<file path="src/rtl/rs_pkg.sv">
// Shared Reed-Solomon definitions for the CIRC encode and syndrome paths.
// GF(2^8) with primitive polynomial 0x11D, generator roots alpha^0..alpha^3.
package rs_pkg;

  localparam logic [8:0] RS_PRIM_POLY = 9'h11D;
  localparam int         RS_NPAR      = 4;

  localparam logic [7:0] RS_G3 = 8'h0F;
  localparam logic [7:0] RS_G2 = 8'h36;
  localparam logic [7:0] RS_G1 = 8'h78;
  localparam logic [7:0] RS_G0 = 8'h40;

  typedef enum logic [1:0] {
    IDLE,
    DATA,
    PARITY
  } rs_state_t;

  // With a constant c this folds into a pure XOR network.
  function automatic logic [7:0] gf_mul_const(
    input logic [7:0] a,
    input logic [7:0] c
  );
    logic [7:0] acc;
    logic [7:0] x;
    acc = '0;
    x   = a;
    for (int i = 0; i < 8; i++) begin
      if (c[i]) acc = acc ^ x;
      x = {x[6:0], 1'b0} ^ (x[7] ? RS_PRIM_POLY[7:0] : 8'h00);
    end
    return acc;
  endfunction

endpackage

</file>
<file path="src/rtl/rs_gf_mul_const.sv">
// Constant-coefficient GF(2^8) multiplier: y = a * COEF.
// Pure combinational XOR network.
module rs_gf_mul_const
  import rs_pkg::*;
#(
  parameter logic [7:0] COEF = 8'h01
) (
  input  logic [7:0] a,
  output logic [7:0] y
);

  assign y = gf_mul_const(a, COEF);

endmodule

</file>
<file path="src/rtl/rs_enc_parity_gen.sv">
// Systematic RS(P_K+4,P_K) parity generator: message pass-through, then 4 parity bytes.
// Define RS_ENC_PARITY_INV_EN to emit parity bit-inverted (CIRC P/Q style).
module rs_enc_parity_gen
  import rs_pkg::*;
#(
  parameter int P_K = 24
) (
  input  logic       i_clk,
  input  logic       i_resb,
  input  logic       i_frame_sync,
  input  logic [7:0] i_data,
  input  logic       i_data_sync,
  output logic       o_ready,
  output logic [7:0] o_data,
  output logic       o_valid,
  output logic       o_sync
);

  localparam logic [7:0] K_LAST = 8'(P_K - 1);
  localparam logic [1:0] P_LAST = 2'(RS_NPAR - 1);

  rs_state_t  state;
  rs_state_t  state_nxt;
  logic [7:0] r3, r2, r1, r0;
  logic [7:0] cnt;
  logic [1:0] pcnt;

  logic       restart;
  logic       accept;
  logic       last;
  logic [7:0] idx;
  logic [7:0] b3, b2, b1, b0;
  logic [7:0] f;
  logic [7:0] m3, m2, m1, m0;
  logic [7:0] par;

  // A frame sync mid-parity is ignored so the parity always completes.
  assign restart = i_frame_sync && (state != PARITY);
  assign accept  = i_data_sync && (restart || state == DATA);
  assign idx     = restart ? 8'd0 : cnt;
  assign last    = (idx == K_LAST);

  assign b3 = restart ? 8'd0 : r3;
  assign b2 = restart ? 8'd0 : r2;
  assign b1 = restart ? 8'd0 : r1;
  assign b0 = restart ? 8'd0 : r0;
  assign f  = i_data ^ b3;

  rs_gf_mul_const #(.COEF(RS_G3)) u_mul3 (.a(f), .y(m3));
  rs_gf_mul_const #(.COEF(RS_G2)) u_mul2 (.a(f), .y(m2));
  rs_gf_mul_const #(.COEF(RS_G1)) u_mul1 (.a(f), .y(m1));
  rs_gf_mul_const #(.COEF(RS_G0)) u_mul0 (.a(f), .y(m0));

`ifdef RS_ENC_PARITY_INV_EN
  assign par = ~r3;
`else
  assign par = r3;
`endif

  assign o_ready = (state == DATA);

  always_ff @(posedge i_clk or negedge i_resb) begin
    if (!i_resb) state <= IDLE;
    else         state <= state_nxt;
  end

  always_comb begin
    state_nxt = state;
    unique case (state)
      IDLE: begin
        if (restart) state_nxt = (accept && last) ? PARITY : DATA;
      end
      DATA: begin
        if (accept && last) state_nxt = PARITY;
      end
      PARITY: begin
        if (pcnt == P_LAST) state_nxt = IDLE;
      end
      default: state_nxt = IDLE;
    endcase
  end

  always_ff @(posedge i_clk or negedge i_resb) begin
    if (!i_resb) begin
      r3      <= '0;
      r2      <= '0;
      r1      <= '0;
      r0      <= '0;
      cnt     <= '0;
      pcnt    <= '0;
      o_data  <= '0;
      o_valid <= 1'b0;
      o_sync  <= 1'b0;
    end else if (state == PARITY) begin
      o_data  <= par;
      o_valid <= 1'b1;
      o_sync  <= 1'b0;
      r3      <= r2;
      r2      <= r1;
      r1      <= r0;
      r0      <= '0;
      pcnt    <= pcnt + 2'd1;
    end else if (accept) begin
      r3      <= b2 ^ m3;
      r2      <= b1 ^ m2;
      r1      <= b0 ^ m1;
      r0      <= m0;
      cnt     <= last ? 8'd0 : idx + 8'd1;
      pcnt    <= '0;
      o_data  <= i_data;
      o_valid <= 1'b1;
      o_sync  <= (idx == 8'd0);
    end else begin
      o_valid <= 1'b0;
      o_sync  <= 1'b0;
      if (restart) begin
        r3  <= '0;
        r2  <= '0;
        r1  <= '0;
        r0  <= '0;
        cnt <= '0;
      end
    end
  end

endmodule
</file>
<file path="config.mk">
export PLATFORM = sky130hd
export DESIGN_NAME = rs_enc_parity_gen
export DESIGN_NICKNAME = d
export VERILOG_FILES = /design/src/rtl/rs_pkg.sv /design/src/rtl/rs_gf_mul_const.sv /design/src/rtl/rs_enc_parity_gen.sv
export SDC_FILE = /design/constraint.sdc
export NUM_CORES = 1
export LEC_CHECK = 0
export CORE_MARGIN = 2
export CORE_UTILIZATION = 25
export CTS_CLUSTER_DIAMETER = 60
export DETAILED_ROUTE_END_ITERATION = 6
export SLEW_MARGIN = 20
export SYNTH_ARGS = -nofsm -noshare
export SYNTH_HDL_FRONTEND = slang
export SYNTH_HIERARCHICAL = 1
export SYNTH_SLANG_ARGS = --single-unit
</file>
<file path="constraint.sdc">
create_clock -name i_clk -period 3.5 [get_ports i_clk]
set_input_delay 0.7 -clock i_clk [delete_from_list [all_inputs] [get_ports i_clk]]
set_output_delay 0.7 -clock i_clk [all_outputs]
set_load 0.005 [all_outputs]
</file>
==> results by group, run 1 <==
STA
  • Final critical delay including setup and external delays: roughly 3.2 ns
  • Final slew viol count: 0
  • Unrepaired setup endpoints after global routing: no
  • Setup TNS after final layout: 0 ns
  • Transition time at the pin with the least slew margin: just over 0.8 ns
  • Fmax achieved: ~0.31 GHz
  • Number of hold-slack violations in the final timing report: 0
  • Number of failing setup endpoints in the final timing report: 0
  • Portion of the clock cycle consumed by the worst path in the final layout: between 90% and 100%
  • Relative slew margins: a little under half
  • Final clock skew: between 0.007 and 0.008 ns

Floorplan
  • Num rows: 44
  • Die extent in x: around 130 um
  • Boundary pin count: 23
  • DIE AREA: between 15000 and 20000 um^2
  • Core box area: roughly 15000 um^2
  • Starting density of the core: about a quarter
  • Die Y: around 130 um

Placed design
  • Number of I/O port buffers: 22
  • Final Wtd Congestion: slightly below 0.9
  • HPWL after detailed placement: ~6700 um

Min path
  • Worst hold path endpoint: o_data[4]$_DFFE_PN0P_
  • Hold WC Path Type: reg2reg
  • Worst min-delay path startpoint: o_data[4]$_DFFE_PN0P_
  • Hold Path Depth: 1

Routing
  • Total via count after detailed routing: just over 3000
  • DR DRC count: 0
  • Average via count per standard cell: 4.956
  • Number of search-and-repair iterations in the first detailed-routing pass: 5
  • Total Routed Length: ~9600 um
  • Post-route antenna net violation count: 0
  • Iteration-0 DRC count of the detailed router: between 200 and 300
  • Per-cell routed wire length: around 16 um

Finish
  • Final core utilization: a little under a third
  • Area grow syn2layout: 18.43%
  • Combined flip-flop and latch cell area: about 1400 um^2
  • FILL cells: between 1000 and 1500
  • Final Net Count: 450
  • Multi-input combinational cell area: between 2000 and 2500 um^2
  • Inserted Diodes: 0
  • Share of layout cells above drive strength 1: between 10% and 20%

Setup path
  • Critical Path RT: ~3.7 ns
  • Worst flop-to-flop path endpoint: r1[0]$_DFF_PN0_
  • Worst setup path category: in2reg
  • Delay-heaviest family, CP: XOR/XNOR gates
  • R2r setup slk: 0.64 ns
  • Endpoint type of the worst setup path: register
  • Worst setup SP type: input port
  • Crit path max-delay cell type: sky130_fd_sc_hd__clkdlybuf4s50_1
  • Maximum fanout count along the critical path: 9
  • Worst path most repeated cell: sky130_fd_sc_hd__nand2_1
  • R2R Path Start: state[0]$_DFFE_PN0P_
  • Max stage delay on crit path: about 0.44 ns
  • Critical path data arrival time: approximately 3.4 ns
  • Cells along the critical path: clkdlybuf4s50_1 -> nand2_1 -> nand2_1 -> xnor2_2 -> xor2_2 -> xnor3_2 -> xnor2_1 -> o21ai_0 -> a221o_1
  • Depth of the most critical reg-to-reg path: 9
  • Bufs and invs on worst path: 1

Yosys
  • Yosys reg bits: between 50 and 60
  • Synth warnings: 6
  • Ys flop type: sky130_fd_sc_hd__dfrtp_1
  • Number of distinct library cells after synthesis: 42
  • Cell accounting for the most synthesized area: sky130_fd_sc_hd__dfrtp_1
  • Syn Inst Count: roughly 410
  • Post-synth top area share: 36.12%
  • EDFF count, synth: 0
  • Avg Cell Area, Syn: 9.169 um^2
  • Sequential share of the synthesized area: a little over a third
  • Synth async-reset ratio: between 90% and 100%
  • Syn nets: 423
  • Post-synth design cell area: about 3700 um^2
  • Cell types occupying the most area after synthesis: sky130_fd_sc_hd__dfrtp_1 (36%), sky130_fd_sc_hd__xnor2_1 (11%), sky130_fd_sc_hd__xor2_1 (6.8%), sky130_fd_sc_hd__o21ai_0 (4.9%), sky130_fd_sc_hd__nand2_1 (4.7%)

Clock network
  • Clock-pin slew reported for the worst setup and hold paths after clock tree synthesis: 0.07 ns
  • Level count of the clock H-tree: 2
  • Maximum clock insertion buffer count: 2
  • Clock tree from TritonCTS: yes
  • Master cell of the clock root buffer: sky130_fd_sc_hd__clkbuf_16
  • Clock Sink Count: 54
  • Number of hold buffers added after CTS: 0
  • Post-cts gate resize count: 0
  • Post-CTS repair timing setup buffer count: 0
  • Clock insertion delay at the later pin of the skew report: roughly 0.30 ns
  • Clock buffer count from CTS: 5

Global routing
  • Number of antenna violations at the first check in global routing: 0
  • Via count of the first global-routing pass: 3134
  • Pin count of the biggest net entering global routing: 35
  • Global-route met1 utilization: 17.20%
  • Grt met2 use: around a fifth
  • First-pass GRT wire length: around 16000 um
  • GRT overflow: 0
  • All-layer global routing usage: 12.51%
  • Most used routing layer: met2
  • Met3 usage in global routing: 1.687%

Run status
  • Run status: complete, no violations

Flow run
  • Count of max-cap constraint violations: 0

Pwr
  • Total power divided by cell area: roughly 770 nW/um^2
  • Total power consumption of the routed design: around 3.4 mW
  • IR Drop Worst-Case VDD: around 330 uV
  • Pleak: 1.896 nW
## cells in the final DEF (no fill, tap or decap), types with 2 or more instances in the layout
cell,Yosys,routed
sky130_fd_sc_hd__dfrtp_1,54,54
sky130_fd_sc_hd__nand2_1,47,47
sky130_fd_sc_hd__xnor2_1,48,43
sky130_fd_sc_hd__o21ai_0,37,37
sky130_fd_sc_hd__xor2_1,29,29
sky130_fd_sc_hd__nor2_1,22,22
sky130_fd_sc_hd__clkdlybuf4s50_1,0,21
sky130_fd_sc_hd__buf_4,2,21
sky130_fd_sc_hd__inv_1,20,20
sky130_fd_sc_hd__a31oi_1,16,16
sky130_fd_sc_hd__a22oi_1,15,15
sky130_fd_sc_hd__a21oi_1,12,12
sky130_fd_sc_hd__o21bai_1,11,11
sky130_fd_sc_hd__nor2b_1,11,10
sky130_fd_sc_hd__a221o_1,9,9
sky130_fd_sc_hd__a22o_1,9,9
sky130_fd_sc_hd__a21o_1,9,9
sky130_fd_sc_hd__xnor2_2,1,6
sky130_fd_sc_hd__clkbuf_16,0,5
sky130_fd_sc_hd__xnor3_1,5,5
sky130_fd_sc_hd__nor4_1,3,3
sky130_fd_sc_hd__ha_1,3,3
sky130_fd_sc_hd__clkinv_4,0,3
sky130_fd_sc_hd__xor2_2,3,3
sky130_fd_sc_hd__and2_1,2,2
sky130_fd_sc_hd__nand3_1,2,2
sky130_fd_sc_hd__mux2_2,2,2
## cell usage after synthesis, drive strengths merged, types with 2 or more instances
library cell	number
a21o	9
a21oi	12
a221o	9
a22o	9
a22oi	15
a31oi	16
and2	2
buf	13
clkbuf	10
dfrtp	54
ha	3
inv	20
mux2	2
nand2	47
nand3	2
nor2	22
nor2b	11
nor4	3
o21ai	38
o21bai	11
xnor2	49
xnor3	6
xor2	32
## report_power, final
part / internal [mW] / switching [mW]
Clock: 0.270 / 0.244
Sequential: 0.808 / 0.172
Combinational: 0.925 / 0.987
Total: 2.00 / 1.40
## through the flow
step | setup slack (ns) | cells | hold slack [ns] | instance area [um^2]
after CTS | 0.2985 | 620 | 0.4816 | 4431
after floorplan | 0.02745 | 408 | 0.4044 | 3779
after detailed placement | 0.01076 | 612 | 0.4645 | 4279
final | 0.3222 | 620 | 0.4771 | 4431
after global routing | 0.1421 | 620 | 0.4953 | 4431
after global placement | 0.1153 | 612 | 0.4573 | 4279
## worst register-to-register path, cell delays in order (launching register included)
cell,delay [ns]
sky130_fd_sc_hd__dfrtp_1,0.38
sky130_fd_sc_hd__nand2b_1,0.16
sky130_fd_sc_hd__nand2_1,0.27
sky130_fd_sc_hd__nand2_1,0.15
sky130_fd_sc_hd__xnor2_2,0.38
sky130_fd_sc_hd__xor2_2,0.24
sky130_fd_sc_hd__xnor3_2,0.43
sky130_fd_sc_hd__xnor2_1,0.28
sky130_fd_sc_hd__o21ai_0,0.14
sky130_fd_sc_hd__a221o_1,0.31
## routing by layer
metal,part of all wire [%],routed length [um]
met5,0,0
met4,1.3,125
met3,4.5,429
met2,47,4507
met1,47,4577
## kinds of logic after synthesis
| kind of cell | share of synthesized area [%] |
|---|---|
| AOI/OAI and AO/OA | 22.38 |
| xor gates and xnor gates | 23.41 |
| adders and majority gates | 1.003 |
| and+or+nand+nor | 11.67 |
| muxes | 0.6020 |
| DFF | 36.12 |
| buffers and inverters | 4.816 |
## worst max-delay path by stage
stage | cells after the start | start | to | slack (ns)
floorplan | 13 | i_frame_sync | r1[4]$_DFF_PN0_ | 0.03
global placement | 9 | i_frame_sync | r1[6]$_DFF_PN0_ | 0.12
detailed placement | 9 | i_frame_sync | r1[0]$_DFF_PN0_ | 0.01
CTS | 9 | i_frame_sync | r1[0]$_DFF_PN0_ | 0.30
global route | 11 | i_frame_sync | r1[4]$_DFF_PN0_ | 0.14
finish | 9 | i_frame_sync | r1[0]$_DFF_PN0_ | 0.32
## area by class of cell
type                       instances  area share [%]
inverter                          20           1.694
clock inverter                     3          0.5931
timing repair buffer              43           8.416
multi-input combinational        311           50.78
clock buffer                       5           2.824
tap                              184           5.196
sequential                        54           30.50
## registers in the layout, indices dropped and copies added, names as in the netlist
register,cells
o_valid,1
state,2
r2,8
r1,8
r0,8
pcnt,2
par,8
o_sync,1
cnt,8
o_data,8
Note: power is estimated with default switching activity, not from simulation.
==> run 2: changes to the inputs <==
--- a/config.mk
+++ b/config.mk
@@ -7,6 +7,7 @@
 export LEC_CHECK = 0
 export CORE_MARGIN = 2
 export CORE_UTILIZATION = 25
+export CTS_BUF_LIST = sky130_fd_sc_hd__clkbuf_16
 export CTS_CLUSTER_DIAMETER = 60
 export DETAILED_ROUTE_END_ITERATION = 6
 export SLEW_MARGIN = 20
==> results of run 2 <==
No change in the layout: final DEF, timing and power equal those of run 1.
